**config.mk**
```make
export PLATFORM = sky130hd
export DESIGN_NAME = aux_cnt_seq
export DESIGN_NICKNAME = d
export VERILOG_FILES = /design/src/rtl/aux_cnt_seq.sv
export SDC_FILE = /design/constraint.sdc
export NUM_CORES = 1
export LEC_CHECK = 0
export ABC_AREA = 1
export CAP_MARGIN = 20
export CORE_MARGIN = 8
export CORE_UTILIZATION = 50
export CTS_BUF_LIST = sky130_fd_sc_hd__clkbuf_8
export CTS_CLUSTER_SIZE = 40
export DETAILED_ROUTE_END_ITERATION = 7
export MAX_ROUTING_LAYER = met4
export PLACE_DENSITY_LB_ADDON = 0.15
export SETUP_SLACK_MARGIN = 0.4
export SLEW_MARGIN = 20
export SYNTH_ARGS = -nofsm -noshare
export SYNTH_HDL_FRONTEND = slang
export SYNTH_SLANG_ARGS = --single-unit
```
**constraint.sdc**
```tcl
create_clock -name clk -period 1.8 [get_ports clk]
set_input_delay 0.54 -clock clk [delete_from_list [all_inputs] [get_ports clk]]
set_output_delay 0.54 -clock clk [all_outputs]
set_load 0.1 [all_outputs]
```
**src/rtl/aux_cnt_seq.sv**
```systemverilog
// rtl/aux_cnt_seq.sv - count sequencer around an external shared 6-bit +1 incrementer.
// Ticks every DIV enabled cycles; start/done handshake with pause and abort.
module aux_cnt_seq #(
  parameter int DIV = 1
) (
  input  logic       clk,
  input  logic       rst,
  input  logic       start_i,
  input  logic [5:0] limit_i,
  input  logic       en_i,
  input  logic       pause_i,
  input  logic       abort_i,
  output logic [5:0] inc_op_o,
  input  logic [5:0] inc_res_i,
  output logic [5:0] cnt_o,
  output logic       busy_o,
  output logic       done_o,
  output logic [1:0] state_o
);

  localparam logic [1:0] ST_IDLE  = 2'd0;
  localparam logic [1:0] ST_RUN   = 2'd1;
  localparam logic [1:0] ST_PAUSE = 2'd2;
  localparam logic [1:0] ST_DONE  = 2'd3;

  localparam logic [5:0] DIV_M1 = 6'(DIV - 1);

  logic [1:0] state_q, state_d;
  logic [5:0] cnt_q, cnt_d;
  logic [5:0] limit_q, limit_d;
  logic [5:0] presc_q, presc_d;
  logic       busy_q, busy_d;
  logic       done_q, done_d;

  always_comb begin
    state_d = state_q;
    cnt_d   = cnt_q;
    limit_d = limit_q;
    presc_d = presc_q;
    case (state_q)
      ST_IDLE: begin
        if (start_i) begin
          cnt_d   = '0;
          presc_d = '0;
          if (limit_i != 6'd0) begin
            limit_d = limit_i;
            state_d = ST_RUN;
          end else begin
            state_d = ST_DONE;
          end
        end
      end
      ST_RUN: begin
        if (abort_i) begin
          state_d = ST_IDLE;
          cnt_d   = '0;
          presc_d = '0;
        end else if (pause_i) begin
          state_d = ST_PAUSE;
        end else if (en_i) begin
          if (presc_q == DIV_M1) begin
            // Termination needs an exact match, so a faulty incrementer keeps it running.
            cnt_d   = inc_res_i;
            presc_d = '0;
            if (inc_res_i == limit_q) state_d = ST_DONE;
          end else begin
            presc_d = presc_q + 6'd1;
          end
        end
      end
      ST_PAUSE: begin
        if (abort_i) begin
          state_d = ST_IDLE;
          cnt_d   = '0;
          presc_d = '0;
        end else if (!pause_i) begin
          state_d = ST_RUN;
        end
      end
      default: state_d = ST_IDLE;
    endcase
  end

  // Flags decode the next state so they move on the same edge as state_o.
  assign busy_d = (state_d == ST_RUN) || (state_d == ST_PAUSE);
  assign done_d = (state_d == ST_DONE);

  always_ff @(posedge clk or posedge rst) begin
    if (rst) begin
      state_q <= ST_IDLE;
      cnt_q   <= '0;
      limit_q <= '0;
      presc_q <= '0;
      busy_q  <= 1'b0;
      done_q  <= 1'b0;
    end else begin
      state_q <= state_d;
      cnt_q   <= cnt_d;
      limit_q <= limit_d;
      presc_q <= presc_d;
      busy_q  <= busy_d;
      done_q  <= done_d;
    end
  end

  assign inc_op_o = cnt_q;
  assign cnt_o    = cnt_q;
  assign busy_o   = busy_q;
  assign done_o   = done_q;
  assign state_o  = state_q;

endmodule

```
==> results summary <==
The slowest stage of the critical path belongs to the cell sky130_fd_sc_hd__dfrtp_1. The routed wire length per instance came out at 18.2 µm. Power spread over the standard cell area amounts to 1040 mW/mm². In the post-synthesis netlist, the biggest area contributors are sky130_fd_sc_hd__dfrtp_1 (42%), sky130_fd_sc_hd__nand2_1 (12%), sky130_fd_sc_hd__inv_1 (6.9%). The fraction of power consumed by the clock network came out at 14.1%. The number of max-capacitance violations reported is 0.

The total number of H-tree levels is 1. The clock passes through at most 2 buffers. The placed instances occupy a cell area of 0.00187 mm².

The final instance area came out at 0.00218 mm². The final setup violation count came out at 0. The via count of the first global-routing pass was 1325. The critical path is of the reg -> reg type. 34 I/O pins were placed. The tightest slew margin relative to the limit is 77.4%. The total number of clock tree sinks is 22. The initial antenna violation count was 0. TritonCTS built the clock tree.

The DRC violation count after routing came out at 0. In this design, the largest share of critical-path delay is due to simple AND/OR/NAND/NOR gates. The worst setup path is launched from a flip-flop. The largest stage delay on the critical path came out at 0.42 ns. Summed over all nets, the switching power comes to 1.05 mW. Setup repair after global routing could not meet its margin everywhere. The dominant cell type by count on the critical path is sky130_fd_sc_hd__nand2_1. The routed layout has 1402 vias. The maximum operating frequency came out at 620 MHz.

The biggest area contributor in the post-synthesis netlist is sky130_fd_sc_hd__dfrtp_1. At the end of the flow, the number of nets in the layout was 241. The last weighted congestion value of the routability-driven placer is 0.912. The leakage component of the power is 1.06 nW. The growth of design area from synthesis to finish came out at 65.9%.

The first-pass GRT wire length is 5950 µm. The number of endpoints with negative hold slack in the final report is 0. The die boundary width came out at 67.3 µm.

The worst-case setup slack after placement is -0.206 ns. The first-pass detailed-route iteration total came out at 4. The combinational share of power came out at 55.6%. After global routing, the most crowded layer is met2.

The number of different library cells in the post-synthesis netlist came out at 24. The worst-case IR drop observed on VDD is 0.874 mV. STA puts the critical path data arrival time at 1.78 ns. The floorplan step set the die height to 67.3 µm.

The switching share of total power came out at 46.3%. The number of storage elements in the synthesis netlist is 22. The portion of the post-synthesis area used by sequential elements came out at 41.9%.

The library cells used most frequently in the layout, excluding fill and tap cells, are sky130_fd_sc_hd__nand2_1 (38), sky130_fd_sc_hd__buf_4 (20), sky130_fd_sc_hd__inv_1 (19). The library cell used most frequently in the layout, excluding fill and tap cells, is sky130_fd_sc_hd__nand2_1. In this run the clock root is driven by a sky130_fd_sc_hd__clkbuf_8.

Once detail routing completed, the nets flagged for antenna violations numbered 0. The global routing usage on met2 came out at 30.3%. After layout, the worst setup slack is 0.188 ns. The class of the worst hold path is reg -> reg. At the worst endpoint, the required time is 1.97 ns. The Yosys warning count came out at 0. For this run the aggregate overflow at the end of global routing stands at 0. Counting both buffers and inverters, the worst setup path holds a total of 1. Summed over all nets, the half-perimeter wirelength after detailed placement is 2390 µm. The post-synthesis instance total came out at 165. The worst clock skew on the final layout came out at 0.00380 ns. The count of standard-cell rows is 18.

Dividing the detail-routed via count by the number of cells gives 5.63. The sequential power share is 30.3%. The run finished with clean final reports.

Synthesis produced a netlist with a net count of 186. The post-synthesis instance area came out at 0.00132 mm². The total inserted antenna cells came out at 0. The region available for standard cell placement spans 0.00248 mm².

For this block, the initial DRC count from the detailed router was 118. The final routed wirelength across all metal layers is 4530 µm. After clock tree synthesis, the clock-pin slew on the worst setup and hold paths is 0.08 ns. The design internal power is 1.22 mW. Dividing the synthesized area by the synthesized cell count gives 7.97 µm².

Of the cells placed in the final design, the portion with a size suffix greater than 1 is 44.3%. The period utilization came out at 89.6%. The pin count of the biggest net entering global routing came out at 23. STA classifies the critical path endpoint as a flip-flop. The maximum net fanout on the critical path is 3. The quantity of I/O buffers inserted on ports is 33. The met1 capacity usage during global routing is 18.9%. After synthesis, the largest area contributor takes up 41.9% of total cell area. The floorplan step defined a die boundary enclosing 0.00453 mm².

The final period demand of the worst path came out at 1.61 ns. The met3 global-route usage came out at 3.48%. The effective utilization at floorplan is 53.1%. The clock latency at the later pin of the worst-skew pair is 0.27 ns. The signal on the critical path passes through inv_2, ha_4, nand4_1, nor2_1, nand2_1, nand2_1, nand2_1, nand2_2, ha_4. The transition time at the pin with the least slew margin is 0.337 ns.

The total track usage is 17.6%. The final count of pins violating max slew came to 0. Clock tree synthesis inserted a total of 3 buffers.
## sequential cells by signal (all words and copies together), names as in the netlist
name     flops
busy_o       1
cnt_o        6
done_o       1
limit_q      6
presc_q      6
state_o      2
## worst min-delay path: cells and delay by family, from the launching register on
family / cells / cell delay, ns
and+or+nand+nor: 1 / 0.06
AOI/OAI and AO/OA: 1 / 0.06
DFF: 1 / 0.37
## path summary, 6_finish.rpt
path / startpoint / to / slack (ns) / cells past startpoint
worst max-delay path: presc_q[0] / busy_o / 0.19 / 9
worst min-delay path: limit_q[2] / limit_q[2] / 0.53 / 2
worst max register to register: presc_q[0] / busy_o / 0.19 / 9
worst min register to register: limit_q[2] / limit_q[2] / 0.53 / 2
max in group asynchronous: rst / cnt_o[3] / 0.93 / 3
min in group asynchronous: rst / presc_q[4] / 0.61 / 3
## stage by stage
step	setup TNS (ns)	std cells	power (mW)	utilization [%]	hold slack (ns)
floorplan	0	165	1.41	-	0.473
global placement	-1.36	226	1.74	75.7	0.497
detailed placement	-1.77	226	1.76	75.7	0.503
CTS	0	240	2.19	82.8	0.523
global route	0	249	2.35	88.1	0.583
finish	0	249	2.27	88.1	0.535
## cells in the mapped netlist
| master | number |
|---|---|
| sky130_fd_sc_hd__buf_6 | 2 |
| sky130_fd_sc_hd__nand2_4 | 1 |
| sky130_fd_sc_hd__nand4_1 | 4 |
| sky130_fd_sc_hd__dfrtp_1 | 22 |
| sky130_fd_sc_hd__buf_4 | 6 |
| sky130_fd_sc_hd__ha_1 | 3 |
| sky130_fd_sc_hd__o21ai_2 | 9 |
| sky130_fd_sc_hd__nand2_2 | 8 |
| sky130_fd_sc_hd__nor2_1 | 14 |
| sky130_fd_sc_hd__o21ai_1 | 3 |
| sky130_fd_sc_hd__nand3_1 | 8 |
| sky130_fd_sc_hd__nand3_2 | 1 |
| sky130_fd_sc_hd__o21ai_0 | 2 |
| sky130_fd_sc_hd__nor3_4 | 1 |
| sky130_fd_sc_hd__o31ai_1 | 1 |
| sky130_fd_sc_hd__inv_1 | 24 |
| sky130_fd_sc_hd__nor3_1 | 1 |
| sky130_fd_sc_hd__o21ai_4 | 1 |
| sky130_fd_sc_hd__xnor2_1 | 1 |
| sky130_fd_sc_hd__nand2_1 | 41 |
| sky130_fd_sc_hd__inv_2 | 2 |
| sky130_fd_sc_hd__xor2_1 | 3 |
| sky130_fd_sc_hd__buf_2 | 1 |
| sky130_fd_sc_hd__a21oi_1 | 6 |
## repair_timing
| item | CTS | global route |
|---|---|---|
| gates resized for setup | 27 | 25 |
| buffers inserted | 8 | 9 |
| hold buffers | 0 | 0 |
| setup endpoints to repair | 35 | 36 |
| pin swaps | 14 | 13 |
| gates cloned | 2 | 0 |
## layout make-up
cell class / count / area [µm²]
timing repair buffer: 58 / 713
multi-input combinational: 109 / 704
sequential: 22 / 582
fill: 120 / 295
inverter: 26 / 100
clock buffer: 3 / 41.3
tap: 30 / 37.5
clock inverter: 1 / 3.75
## per-layer routing
metal  up-vias  wire [µm]
li1        622          -
met1       670       1680
met2        93       2390
met3        17        312
met4         0        150
met5         -          0
## logic make-up after synthesis
| kind of cell | share of synthesized area [%] |
|---|---|
| AO/OA/AOI/OAI | 12.0 |
| XOR/XNOR | 2.66 |
| adder cells (fa/ha/maj) | 2.85 |
| buffers and inverters | 12.9 |
| flip-flops | 41.9 |
| AND/OR/NAND/NOR | 27.7 |
## power groups by stage
stage	clock network [mW]	registers, mW	logic [mW]
after global placement	0	0.684	1.06
after floorplan	0	0.918	0.489
final	0.321	0.687	1.26
after detailed placement	0	0.690	1.07
after global routing	0.343	0.693	1.31
after CTS	0.313	0.682	1.19
Power figures use the tool's default switching activity.
